==> src/rtl/xor_parity_sequencer.sv <==
// Round-robin arbiter sharing one 4-input XOR between NREQ requesters; accumulates word parity a nibble per clock.
// Optional build macro XOR_SEQ_ODD_PARITY_EN: report the odd-parity bit instead of the even-parity bit.
module xor_parity_sequencer #(
  parameter int NREQ   = 4,
  parameter int WORD_W = 16
) (
  input  logic                   clk,
  input  logic                   rst,
  input  logic [NREQ-1:0]        req,
  input  logic [NREQ*WORD_W-1:0] data,
  output logic [NREQ-1:0]        gnt,
  output logic                   busy,
  output logic                   done,
  output logic [2:0]             done_id,
  output logic                   parity
);

  localparam int NIB   = WORD_W / 4;
  localparam int NIB_W = (NIB > 1) ? $clog2(NIB) : 1;

  typedef enum logic {IDLE, RUN} state_t;

  state_t            state, state_next;
  logic [2:0]        ptr;
  logic [2:0]        winner;
  logic [2:0]        pick;
  logic              found;
  int unsigned       idx;
  logic [WORD_W-1:0] word;
  logic              acc;
  logic [NIB_W-1:0]  nib;
  logic              last;
  logic              nib_x;
  logic              par_even;

  // The work register shifts right each cycle, so the active nibble is always at [3:0].
  assign nib_x    = ^word[3:0];
  assign last     = (nib == NIB_W'(NIB - 1));
  assign par_even = acc ^ nib_x;
  assign busy     = (state == RUN);

  // First set request at or after the pointer, wrapping.
  always_comb begin
    pick  = '0;
    found = 1'b0;
    idx   = 0;
    for (int unsigned k = 0; k < NREQ; k++) begin
      idx = (32'(ptr) + k) % NREQ;
      if (!found && req[idx]) begin
        found = 1'b1;
        pick  = 3'(idx);
      end
    end
  end

  always_comb begin
    state_next = state;
    case (state)
      IDLE: if (found) state_next = RUN;
      RUN:  if (last)  state_next = IDLE;
      default:         state_next = IDLE;
    endcase
  end

  always_ff @(posedge clk) begin
    if (rst) state <= IDLE;
    else     state <= state_next;
  end

  always_ff @(posedge clk) begin
    if (rst) begin
      ptr     <= '0;
      winner  <= '0;
      gnt     <= '0;
      done    <= 1'b0;
      done_id <= '0;
      parity  <= 1'b0;
      word    <= '0;
      acc     <= 1'b0;
      nib     <= '0;
    end else begin
      done <= 1'b0;
      case (state)
        IDLE: begin
          if (found) begin
            gnt    <= NREQ'(1) << pick;
            winner <= pick;
            word   <= data[32'(pick)*WORD_W +: WORD_W];
            acc    <= 1'b0;
            nib    <= '0;
          end
        end
        RUN: begin
          acc  <= par_even;
          word <= word >> 4;
          nib  <= nib + NIB_W'(1);
          if (last) begin
`ifdef XOR_SEQ_ODD_PARITY_EN
            parity <= ~par_even;
`else
            parity <= par_even;
`endif
            done    <= 1'b1;
            done_id <= winner;
            gnt     <= '0;
            ptr     <= (winner == 3'(NREQ - 1)) ? 3'd0 : winner + 3'd1;
          end
        end
        default: ;
      endcase
    end
  end

endmodule

==> config.mk <==
export PLATFORM = sky130hd
export DESIGN_NAME = xor_parity_sequencer
export DESIGN_NICKNAME = d
export VERILOG_FILES = /design/src/rtl/xor_parity_sequencer.sv
export SDC_FILE = /design/constraint.sdc
export NUM_CORES = 1
export LEC_CHECK = 0
export BUFFER_PORTS_ARGS = -buffer_cell sky130_fd_sc_hd__buf_4
export CORE_MARGIN = 5
export CORE_UTILIZATION = 48
export DETAILED_ROUTE_END_ITERATION = 8
export PLACE_DENSITY = 0.85
export SLEW_MARGIN = 25
export SYNTH_ARGS = -nofsm -noshare
export SYNTH_HDL_FRONTEND = slang
export SYNTH_SLANG_ARGS = --single-unit
==> constraint.sdc <==
create_clock -name clk -period 2 [get_ports clk]
set_clock_uncertainty 0.2 [all_clocks]
set_input_delay 0.2 -clock clk [delete_from_list [all_inputs] [get_ports clk]]
set_output_delay 0.2 -clock clk [all_outputs]
set_load 0.02 [all_outputs]
==> results of run 1 <==
layout make-up:
| class | count | area [sq um] |
|---|---|---|
| Inverter | 1 | 3.75 |
| Fill cell | 315 | 1210 |
| Sequential cell | 32 | 641 |
| Tap cell | 50 | 62.6 |
| Timing Repair Buffer | 94 | 756 |
| Multi-Input combinational cell | 157 | 1210 |
| Clock buffer | 8 | 90.1 |
sequential cells by signal (all words and copies together) (netlist names), 2 cells and up:
name and cells:
done_id 2, gnt 4, nib 2, ptr 2, winner 2, word 16
repair_timing:
| item | 4_1_cts | 5_1_grt |
|---|---|---|
| pin swaps | 1 | 1 |
| setup endpoints to repair | 2 | 1 |
| resized for setup | 0 | 1 |
| buffers inserted | 2 | 0 |
| hold buffers | 0 | 0 |
worst register-to-register path: stages, from the launching register on:
cell and delay [ns]:
dfxtp_1 0.36, nor2b_1 0.08, buf_4 0.15, nor4_4 0.30, buf_4 0.20, o21ai_1 0.11, or2_1 0.23, a21oi_1 0.15
path summary, 6_finish.rpt:
kind | start | to | slack [ns]
hold / removal | rst | gnt[1] | 0.02
setup reg to reg | ptr[0] | gnt[3] | 0.15
hold reg to reg | parity | parity | 0.26
setup / recovery | ptr[0] | gnt[3] | 0.15
report_power, final:
part / total, mW / internal, mW / switching [mW]
registers: 0.706 / 0.677 / 0.0288
clock network: 0.503 / 0.280 / 0.223
logic: 0.400 / 0.230 / 0.170
per-stage QoR:
| stage | worst slack (ns) | cells | utilization, % | setup TNS (ns) |
|---|---|---|---|---|
| floorplan | 0.301 | 203 | - | 0 |
| global placement | -0.0484 | 332 | 66.5 | -0.0971 |
| detailed placement | -0.104 | 332 | 66.5 | -0.468 |
| CTS | 0.0788 | 342 | 69.5 | 0 |
| global route | 0.0510 | 342 | 69.5 | 0 |
| finish | 0.154 | 342 | 69.5 | 0 |
layer usage:
metal / GRT usage, % / routed length [um] / vias up
li1: - / - / 929
met1: 22.1 / 1990 / 891
met2: 37.0 / 2680 / 70
met3: 5.06 / 455 / 7
met4: 5.23 / 70 / 0
met5: 0 / 0 / -
cell families after synthesis:
family / count (synthesis)
buffers and inverters: 14
DFF: 32
adders and majority gates: 2
and+or+nand+nor: 68
AOI/OAI and AO/OA: 53
muxes: 29
other: 1
xor gates and xnor gates: 4
cells in the mapped netlist, drive strengths merged:
cell,number
o21ai,5
or3,1
o21ba,1
dfxtp,32
o311ai,1
nand2b,4
or4,2
mux2i,29
nand3,11
a21oi,12
conb,1
a21o,4
clkbuf,6
a22o,12
nor3,4
xnor2,4
nor3b,1
buf,7
ha,2
and2,1
or2,1
nor4,1
a22oi,2
o211ai,4
nor2,9
inv,1
and4b,1
nor2b,3
o221ai,12
nand2,28
nand4b,1
==> flow_summary.json, run 1 <==
{
  "power_mw": 1.61,
  "nets": 363,
  "vias": 1897,
  "final_cell_mix": "buf_4, dfxtp_1, mux2i_1, nand2_1",
  "grt_max_degree": 19,
  "status": "completed",
  "crit_type": "reg -> reg",
  "fin_crit_sh_pct": 92.3,
  "cp_slowest_cell": "dfxtp_1",
  "period_needed_ns": 1.85,
  "hp-class": "in -> reg",
  "core_sq_um": 3970,
  "avgSynthCellArea_sq_um": 9.63,
  "cts_buffers": 5,
  "path_cells": "nor2b_1 > buf_4 > nor4_4 > buf_4 > o21ai_1 > or2_1 > a21oi_1",
  "synth_top_family_by_area": "compound AO/OA/AOI/OAI gates",
  "fmax_mhz": 542,
  "die_area_sq_um": 5450,
  "mostFrequentLayoutCell": "buf_4",
  "synthSimpleGateAreaFrac_pct": 19.7,
  "synth_adder_area_share_pct": 1.28,
  "area_growth_pct": 41.2,
  "cp-end-kind": "flip-flop",
  "powerDensity_nw_per_um2": 583,
  "yosysWarnings": 0,
  "hpwl_mm": 3.91,
  "htreeDepth": 2,
  "routabilityCongestion": 0.832,
  "synth_seq_area_share_pct": 32.8,
  "arrival_ns": 1.85,
  "required_ns": 2.00,
  "wl_per_cell_um": 15.2,
  "hold_viol": 0,
  "clkTransAtPathRegs_ns": 0.06,
  "grt_usage_pct": 19.9,
  "cap_viol_max_count": 0,
  "whs_path_depth": 2,
  "ir_worst_vdd_uv": 396,
  "first_pass_iters": 4,
  "worst_setup_path_start_kind": "flip-flop",
  "drt_iter0_drc": 180,
  "worst_path_most_repeated_cell": "buf_4",
  "syn-num-nets": 275,
  "synth-xor-area-share_pct": 1.79,
  "cts_tree": "built",
  "drive_gt1_share_pct": 41.4,
  "cts-root-buf": "clkbuf_8",
  "cts_buffer_depth": 2,
  "synth_area_leader_cell": "dfxtp_1",
  "via_per_inst": 5.55,
  "synth_mux_area_share_pct": 14.9,
  "path_depth": 7,
  "ys_ff_latch": 32,
  "grt_pass1_wl_mm": 8.43,
  "die_width_um": 73.8,
  "drtAntennaViolNets": 0,
  "crit_fanout": 5,
  "synth_cell_types": 39,
  "synth_compound_area_share_pct": 24.0,
  "grt_pass1_vias": 1894,
  "crit_family": "simple AND/OR/NAND/NOR gates",
  "die_h_um": 73.8,
  "antenna_found_initial": 0,
  "start_util_pct": 49.2,
  "drc": 0,
  "port_buffers": 78,
  "setup_viol": 0,
  "hold_slack_ns": 0.0232,
  "rsz0062_at_grt": "false",
  "rr_worst_depth": 7,
  "yosys.area.top_type_share_pct": 32.8,
  "synth_area_leaders": "dfxtp_1, mux2i_1, o221ai_2",
  "power_leakage_nw": 1.27,
  "cp.buffers_inverters": 2,
  "synth_cells": 203,
  "pin_count": 80,
  "syn_area_sq_um": 1950,
  "cts.sinks": 32,
  "maxSlewViolCount": 0,
  "rows": 23,
  "clk_latency_ns": 0.28,
  "overflow": 0,
  "placedInstanceArea_sq_um": 2640,
  "fin_area_sq_um": 2760,
  "wirelength_mm": 5.19,
  "max_stage_delay_ns": 0.36,
  "diodes": 0
}
Power figures use the tool's default switching activity.
==> run 2, diff against run 1 <==
--- a/config.mk
+++ b/config.mk
@@ -5,9 +5,10 @@
 export SDC_FILE = /design/constraint.sdc
 export NUM_CORES = 1
 export LEC_CHECK = 0
+export ABC_AREA = 1
 export BUFFER_PORTS_ARGS = -buffer_cell sky130_fd_sc_hd__buf_4
 export CORE_MARGIN = 5
-export CORE_UTILIZATION = 48
+export CORE_UTILIZATION = 50
 export DETAILED_ROUTE_END_ITERATION = 8
 export PLACE_DENSITY = 0.85
 export SLEW_MARGIN = 25
==> run 2 against run 1 <==
Non-clock buffer count increased by 10. Synthesized cell count is 79% higher. Worst setup slack lost 0.32 ns. Via count rose by 44%. Critical path depth increased by 9. Final area up 23%. The flow now finishes with violations (setup timing). Sequential power hardly changed. Total power increased by 14%.
==> flow_summary.json, run 2 <==
{
  "status": "finished with violations",
  "violations": "setup timing",
  "synth_mux_area_share_pct": 0,
  "arrival_ns": 2.18,
  "cts_buffer_depth": 2,
  "largest_register_ffs": 16,
  "clkTransAtPathRegs_ns": 0.07,
  "required_ns": 2.01,
  "overflow": 0,
  "fin_area_sq_um": 3390,
  "area_growth_pct": 52.8,
  "die_width_um": 76.6,
  "dp_slack_ns": -0.161,
  "power_leakage_nw": 1.69,
  "synth_area_leader_cell": "nand2_1",
  "crit_fanout": 8,
  "yosys_most_used_dff": "dfxtp_1",
  "synth-xor-area-share_pct": 1.58,
  "grt_util_met1_pct": 25.3,
  "yosysMostFrequentCell": "nand2_1",
  "via_per_inst": 5.37,
  "grt_max_degree": 33,
  "finalNonFillerCells": 507,
  "wl_per_cell_um": 14.4,
  "nets": 527,
  "fillers": 286,
  "met2_usage_pct": 39.1,
  "hpwl_mm": 4.28,
  "cp_slowest_cell": "dfxtp_4",
  "drt_iter0_drc": 248,
  "synth_commonest_cells": "nand2_1, nand3_1, dfxtp_1",
  "setup_viol": 21,
  "worstHoldEndpoint": "word[12]",
  "synth_top_family_by_area": "simple AND/OR/NAND/NOR gates",
  "ir_worst_vdd_uv": 388,
  "reg_top3": "word (16), gnt (4)",
  "final_cell_mix": "nand2_1, buf_4, dfxtp_1, nand3_1, nand2_2",
  "yosysWarnings": 0,
  "grt.busiest_layer": "met2",
  "drc": 0,
  "register_area_sq_um": 648,
  "use_met3_pct": 6.38,
  "cts-root-buf": "clkbuf_8",
  "cp-end-kind": "flip-flop",
  "hold_path_startpoint": "rst",
  "avgSynthCellArea_sq_um": 6.11,
  "hold_viol": 0,
  "r2r-start": "ptr[0]",
  "regMostFlops": "word",
  "pin_count": 80,
  "die_area_sq_um": 5870,
  "syn_area_sq_um": 2220,
  "tns_ns": -2.26,
  "synth_cell_types": 25,
  "wirelength_mm": 7.31,
  "maxSlewViolCount": 0,
  "first_pass_iters": 4,
  "routabilityCongestion": 0.802,
  "cts_tree": "built",
  "vias": 2724,
  "grt_pass1_vias": 2558,
  "grt_usage_pct": 23.1,
  "rr_worst_depth": 16,
  "worst_setup_path_start_kind": "flip-flop",
  "hp-class": "in -> reg",
  "drive_gt1_share_pct": 41.8,
  "grt_pass1_wl_mm": 11.2,
  "period_needed_ns": 2.16,
  "synth_seq_area_share_pct": 28.9,
  "start_util_pct": 51.3,
  "drtAntennaViolNets": 0,
  "synth_area_leaders": "nand2_1, dfxtp_1, nand3_1",
  "synthSimpleGateAreaFrac_pct": 44.7,
  "synth_adder_area_share_pct": 1.13,
  "synth_edf_count": 0,
  "diodes": 0,
  "rsz0062_at_grt": "true",
  "switching_share_pct": 33.6,
  "fmax_mhz": 462,
  "synth_compound_area_share_pct": 13.9,
  "final_util_pct": 78.4,
  "p_seq_share_pct": 38.6,
  "dpl.cell_count": 485,
  "die_h_um": 76.6,
  "max_stage_delay_ns": 0.38,
  "core_sq_um": 4320,
  "power_frac_clock_pct": 25.8,
  "p_int_mw": 1.22,
  "pwr-share-comb_pct": 35.7,
  "clk_latency_ns": 0.28,
  "cap_viol_max_count": 0,
  "ys_ff_latch": 32,
  "htreeDepth": 2,
  "worst_path_most_repeated_cell": "nand2_1",
  "cts.sinks": 32,
  "fin_crit_sh_pct": 108,
  "rows": 24,
  "placedInstanceArea_sq_um": 2850,
  "powerDensity_nw_per_um2": 542,
  "r2r_slack_ns": -0.16,
  "multi_input_area_sq_um": 1660,
  "syn-num-nets": 435,
  "path_cells": "buf_6 > nand2_1 > nand2_1 > nand2_1 > nand2_2 > buf_6 > a21oi_4 > nand2_4 > buf_12 > nand2_8 > nand2_1 > nand2_1 > nand2_1 > nand2_1 > nand2_1 > a21oi_1",
  "antenna_found_initial": 0,
  "whs_path_depth": 2,
  "port_buffers": 78,
  "power.net_switching_uw": 617,
  "yosys.area.top_type_share_pct": 30.9,
  "synthArstFlopShare_pct": 0,
  "setup_ws_ns": -0.163,
  "synth_cells": 363,
  "rr_endpoint": "word[2]",
  "hold_buffers": 0,
  "cts_buffers": 5,
  "mostFrequentLayoutCell": "nand2_1",
  "crit_type": "reg -> reg"
}
run 2: per-layer routing:
layer / routed length [um] / part of all wire [%]
met5: 0 / 0
met4: 216 / 3.0
met3: 567 / 7.8
met2: 3740 / 51
met1: 2790 / 38
run 2: critical path, delay by kind of cell (launching register included):
kind            cells  cell delay (ns)
compound gates      2             0.26
buf+inv             3             0.41
flops               1             0.38
simple gates       11             0.84
run 2: cells by family after synthesis:
kind of cell | after synthesis
adder cells (fa/ha/maj) | 2
other | 1
buffers and inverters | 38
XOR/XNOR | 4
AND/OR/NAND/NOR | 240
AO/OA/AOI/OAI | 46
flip-flops | 32
run 2: how the worst max path moves through the flow:
| stage | start | endpoint | slack [ns] | cells past startpoint |
|---|---|---|---|---|
| 4_1_cts | ptr[0] | word[2] | -0.09 | 16 |
| 5_1_grt | ptr[0] | word[2] | -0.29 | 16 |
| 3_3_place_gp | ptr[0] | word[2] | -0.1 | 14 |
| 6_report | ptr[0] | word[2] | -0.16 | 16 |
| 3_5_place_dp | ptr[0] | word[13] | -0.16 | 15 |
| 2_1_floorplan | ptr[0] | word[10] | 0.07 | 14 |
run 2: cell type report:
class | instances | share of cell area (%)
clock buffers | 6 | 2.14
clock inverters | 1 | 0.148
inverters | 16 | 2.21
multi-input cells | 296 | 48.8
flip-flops and latches | 32 | 19.1
well taps | 52 | 1.92
repair buffers | 104 | 25.6
run 2: what timing repair did:
item	in CTS	in global routing
endpoints found under the hold margin	0	0
setup endpoints to repair	21	24
gates cloned	4	1
setup buffers	6	6
pin swaps	17	27
gates resized for setup	35	49
run 2: through the flow:
step           power, mW  hold slack [ns]
2_1_floorplan       1.06            0.232
3_5_place_dp        1.23            0.238
6_report            1.84            0.107
3_3_place_gp        1.22            0.236
5_1_grt             1.93            0.110
4_1_cts             1.78           0.0929
run 2: power by group through the flow:
stage	combinational [mW]	sequential, mW	clock, mW
final	0.655	0.708	0.473
after global routing	0.717	0.711	0.506
after CTS	0.605	0.707	0.468
after detailed placement	0.510	0.721	0
after global placement	0.504	0.721	0
after floorplan	0.337	0.721	0
